[src/rtl/pwm_pkg.sv]
// Shared types and defaults for the PWM DAC output stage.
package pwm_pkg;

    localparam int PWM_CNT_W = 8;

    typedef enum logic [1:0] {
        ST_IDLE  = 2'd0,
        ST_RUN   = 2'd1,
        ST_DRAIN = 2'd2
    } pwm_state_e;

endpackage

[src/rtl/pwm_period_counter.sv]
// Free-running PWM period counter; cleared while stopped, flags the last count of each period.
module pwm_period_counter
    import pwm_pkg::*;
#(
    parameter int CNT_W = PWM_CNT_W
) (
    input  logic             clk,
    input  logic             rst,
    input  logic             run,
    output logic [CNT_W-1:0] cnt,
    output logic             wrap
);

    logic [CNT_W-1:0] cnt_q;
    logic [CNT_W-1:0] cnt_d;

    always_comb begin
        cnt_d = '0;
        if (run) begin
            cnt_d = cnt_q + CNT_W'(1);
        end
    end

    always_ff @(posedge clk or negedge rst) begin
        if (!rst) begin
            cnt_q <= '0;
        end else begin
            cnt_q <= cnt_d;
        end
    end

    assign cnt  = cnt_q;
    assign wrap = run && (cnt_q == {CNT_W{1'b1}});

endmodule

[src/rtl/pwm_dac_stage.sv]
// PWM DAC output stage: samples an attenuated waveform once per period and modulates pwm_out.
module pwm_dac_stage
    import pwm_pkg::*;
#(
    parameter int CNT_W = PWM_CNT_W
) (
    input  logic             clk,
    input  logic             rst,
    input  logic             en,
    input  logic [7:0]       wave,
    input  logic [1:0]       amp,
    output logic             pwm_out,
    output logic             sample_tick,
    output logic [CNT_W-1:0] duty,
    output pwm_state_e       state_dbg
);

    pwm_state_e       state_q;
    pwm_state_e       state_d;
    logic [CNT_W-1:0] duty_q;
    logic [CNT_W-1:0] duty_d;
    logic             tick_q;
    logic             tick_d;

    logic             run;
    logic [CNT_W-1:0] cnt;
    logic             wrap;
    logic [7:0]       wave_shift;
    logic [CNT_W-1:0] atten;

    assign run = (state_q != ST_IDLE);

    pwm_period_counter #(
        .CNT_W (CNT_W)
    ) u_counter (
        .clk  (clk),
        .rst  (rst),
        .run  (run),
        .cnt  (cnt),
        .wrap (wrap)
    );

    assign wave_shift = wave >> amp;
    assign atten      = CNT_W'(wave_shift);

    // wave/amp only reach duty on a latch edge: IDLE start or RUN period wrap.
    always_comb begin
        state_d = state_q;
        duty_d  = duty_q;
        tick_d  = 1'b0;
        case (state_q)
            ST_IDLE: begin
                if (en) begin
                    state_d = ST_RUN;
                    duty_d  = atten;
                    tick_d  = 1'b1;
                end
            end
            ST_RUN: begin
                if (wrap) begin
                    duty_d = atten;
                    tick_d = 1'b1;
                end
                if (!en) begin
                    state_d = ST_DRAIN;
                end
            end
            ST_DRAIN: begin
                if (en) begin
                    state_d = ST_RUN;
                end else if (wrap) begin
                    state_d = ST_IDLE;
                end
            end
            default: begin
                state_d = ST_IDLE;
            end
        endcase
    end

    always_ff @(posedge clk or negedge rst) begin
        if (!rst) begin
            state_q <= ST_IDLE;
            duty_q  <= '0;
            tick_q  <= 1'b0;
        end else begin
            state_q <= state_d;
            duty_q  <= duty_d;
            tick_q  <= tick_d;
        end
    end

    // Decoded from flops only so the RC filter never sees input glitches.
    assign pwm_out     = run && (cnt < duty_q);
    assign sample_tick = tick_q;
    assign duty        = duty_q;
    assign state_dbg   = state_q;

endmodule
[config.mk]
export PLATFORM = sky130hd
export DESIGN_NAME = pwm_dac_stage
export DESIGN_NICKNAME = d
export VERILOG_FILES = /design/src/rtl/pwm_pkg.sv /design/src/rtl/pwm_period_counter.sv /design/src/rtl/pwm_dac_stage.sv
export SDC_FILE = /design/constraint.sdc
export NUM_CORES = 1
export LEC_CHECK = 0
export BUFFER_PORTS_ARGS = -buffer_cell sky130_fd_sc_hd__buf_2
export CORE_ASPECT_RATIO = 1.4
export CORE_UTILIZATION = 30
export CTS_CLUSTER_DIAMETER = 120
export DETAILED_ROUTE_END_ITERATION = 8
export GPL_ROUTABILITY_DRIVEN = 0
export PLACE_DENSITY = 0.51
export SYNTH_ARGS = -nofsm -noshare
export SYNTH_HDL_FRONTEND = slang
export SYNTH_SLANG_ARGS = --single-unit
[constraint.sdc]
create_clock -name clk -period 1.55 [get_ports clk]
set_input_delay 0.0775 -clock clk [delete_from_list [all_inputs] [get_ports clk]]
set_output_delay 0.0775 -clock clk [all_outputs]
set_load 0.005 [all_outputs]
==> metrics.cfg <==
[outcome]
outcome=finished, violations left
failed_checks=setup timing

[setup_path]
crit_required_ps=1470
critPathCaptureType=output pin
path_buf_inv=2
crit_fanout=2
critical_path_class=reg2out
critical-path-top-delay-family=compound AO/OA/AOI/OAI gates
start_kind=register
crit_path_max_incr_delay_ps=350
crit_slowest_cell=dfrtp_1
worstPathArrival_ps=1670
crit_path_cell_trace=inv_1 > ha_1 > a21oi_2 > o21ai_2 > a2111oi_4 > buf_2

[floorplan]
die_x_um=53.1
fp-row-count=25
io_pins=25
die_h_um=73.6
core_um2=3440
start_util_pct=31.9
die_area_um2=3910

[grt]
overflow=0
grt_pass1_wl_um=4240
use_met1_pct=17.0
grt_pass1_vias=979
grt_use_met2_pct=27.6
top_usage_layer=met2
grt_usage_pct=14.9
antenna_found_initial=0
grt_max_degree=20
met3_usage_pct=2.69

[drt]
initialDrtViolationCount=14
drcViolationCount=0
finalWirelength_um=2610
dr.pass1.iters=2
wl_per_cell_um=13.7
ant_nets=0
viasPerCell=4.98
num_vias=951

[synthesis]
syn_inst=98
yosys.area.top_type=dfrtp_1
ys_ff_latch=19
ys_seq_area_share_pct=43.3
synthDistinctLibCells=27
ys_warn_count=0
synth.top_cell.area_share_pct=43.3
yosys-top-cells-area=dfrtp_1 (43%), ha_1 (9.1%), mux4_2 (8.2%), mux2_2 (7.2%), a21oi_1 (3.2%)
netlist_area_um2=1100
syn_avg_cell_area_um2=11.2
synth_fp_nets=119

[sta]
whs_ps=206
rsz0062_at_grt=yes
max_freq_mhz=572
fin_crit_ps=1750
slew_headroom_pct=70.5
finalSetupTns_ps=-594
setup_ws_ps=-197
worstMarginPinSlew_ps=443
finalSetupViolCount=8
slew_viol_final=0
fin_skew_ps=2.65
hold_viol=0
fin_crit_sh_pct=113

[placed_design]
io_buffers=24
hpwl_um=1850

[clock_tree]
cts_tree=yes
root_buffer=clkbuf_8
clk-insertion-delay-late_ps=260
cts_buffer_depth=2
clock_sinks=19
clkTransAtPathRegs_ps=80
htree_levels=1
numCtsBuffers=3

[pwr]
p_int_mw=1.08
switching_share_pct=30.0
leakage_nw=0.814
pwr_density_cell_nw_per_um2=947
power_frac_comb_pct=36.6
peakVddDrop_v=0.000516
power_switching_mw=0.461
seq_power_share_pct=40.3
clock_power_share_pct=23.1

[layout]
fin_nets=173
area_growth_pct=47.7
num_antenna_cells=0
drive_above_1_share_pct=51.0

[min_path]
holdCritPathClass=in2reg

[run]
maxCapViolCount=0

-- routing by layer --
| layer | vias up | share of wire (%) |
|---|---|---|
| met5 | - | 0 |
| met4 | 0 | 1.1 |
| met3 | 4 | 2.8 |
| met2 | 22 | 55 |
| met1 | 468 | 41 |
| li1 | 457 | - |
-- repair_timing --
| item | 4_1_cts | 5_1_grt |
|---|---|---|
| endpoints found under the hold margin | 20 | 0 |
| pin swaps | 5 | 4 |
| endpoints found under the setup margin | 8 | 9 |
| hold buffers | 2 | 0 |
| gates resized for setup | 6 | 17 |
| buffers inserted | 6 | 5 |
-- final timing paths --
path,cells after the start,startpoint,slack [ps],endpoint
setup / recovery,6,duty[3]$_DFFE_PN0P_,-200,pwm_out
hold / removal,3,wave[7],210,duty[7]$_DFFE_PN0P_
setup reg to reg,6,u_counter.cnt[4]$_DFF_PN0_,-60,duty[2]$_DFFE_PN0P_
hold reg to reg,1,duty[0]$_DFFE_PN0P_,550,duty[0]$_DFFE_PN0P_
max in group asynchronous,2,rst,950,u_counter.cnt[5]$_DFF_PN0_
min in group asynchronous,2,rst,290,sample_tick$_DFF_PN0_
-- cell usage in the layout (no fill, tap or decap), types with 2 or more instances in the layout --
cell type and instances:
nand2b_1 2, buf_4 21, xor2_1 3, inv_1 7
buf_2 24, mux2i_1 3, mux2_4 7, nand3_1 3
a21oi_2 3, ha_1 7, dfrtp_1 19, mux4_2 4
nor2b_1 4, nand2_1 4, dlygate4sd3_1 2, buf_6 4
clkbuf_8 3, o21ai_0 3, or3_1 2, a21oi_1 4
nor2_1 6
-- power groups by stage --
stage / registers (mW) / logic, mW / clock network (mW)
5_1_grt: 0.631 / 0.626 / 0.391
4_1_cts: 0.619 / 0.480 / 0.375
6_report: 0.619 / 0.562 / 0.355
3_3_place_gp: 0.627 / 0.411 / 0
2_1_floorplan: 0.635 / 0.206 / 0
3_5_place_dp: 0.628 / 0.420 / 0
-- kinds of logic (layout without fill, tap and decap cells) --
group                      after synthesis  count (layout)  synth area share, %
xor gates and xnor gates                 4               4                 3.19
DFF                                     19              19                 43.3
AOI/OAI and AO/OA                       17              17                 10.4
muxes                                   14              14                 18.1
and+or+nand+nor                         27              27                 12.9
buffers and inverters                    9              62                 3.08
adders and majority gates                8               8                 9.11
-- metrics by stage --
stage	worst slack [ps]	instance area, um^2	utilization [%]	total power [mW]	cells
after floorplan	-0.200	1100	-	0.840	98
after global placement	-91.4	1370	39.9	1.04	174
after detailed placement	-106	1370	39.9	1.05	174
after CTS	-280	1510	43.9	1.47	186
after global routing	-284	1620	47.2	1.65	191
final	-197	1620	47.2	1.54	191
-- synth_stat cells, drive strengths merged --
| cell type | number |
|---|---|
| nand2b | 2 |
| nor2b | 4 |
| inv | 7 |
| mux2 | 7 |
| o21ai | 4 |
| mux4 | 4 |
| dfrtp | 19 |
| xnor2 | 1 |
| nand2 | 5 |
| clkbuf | 2 |
| or3 | 2 |
| and3 | 1 |
| nand3 | 4 |
| a21o | 1 |
| a211oi | 1 |
| o22ai | 1 |
| o31ai | 1 |
| a21boi | 1 |
| xor2 | 3 |
| a2111oi | 1 |
| ha | 8 |
| or3b | 1 |
| a21oi | 7 |
| mux2i | 3 |
| and4 | 1 |
| nor2 | 7 |
-- area by class of cell --
type                    count  area [um^2]
clock buffers               3         41.3
clock inverters             1         5.00
fillers                   345         1820
inverters                   7         26.3
multi-input cells          70          682
flip-flops and latches     19          475
well taps                  40         50.0
repair buffers             51          343
-- worst min-delay path, delay by kind of cell --
family | cells | cell delay (ps)
mux | 1 | 50
buf+inv | 1 | 110
simple gates | 1 | 180
-- flip-flops by register name, indices dropped and copies added (netlist names) --
name,cells
state_dbg,2
sample_tick,1
u_counter.cnt,8
duty,8
Power figures use the tool's default switching activity.
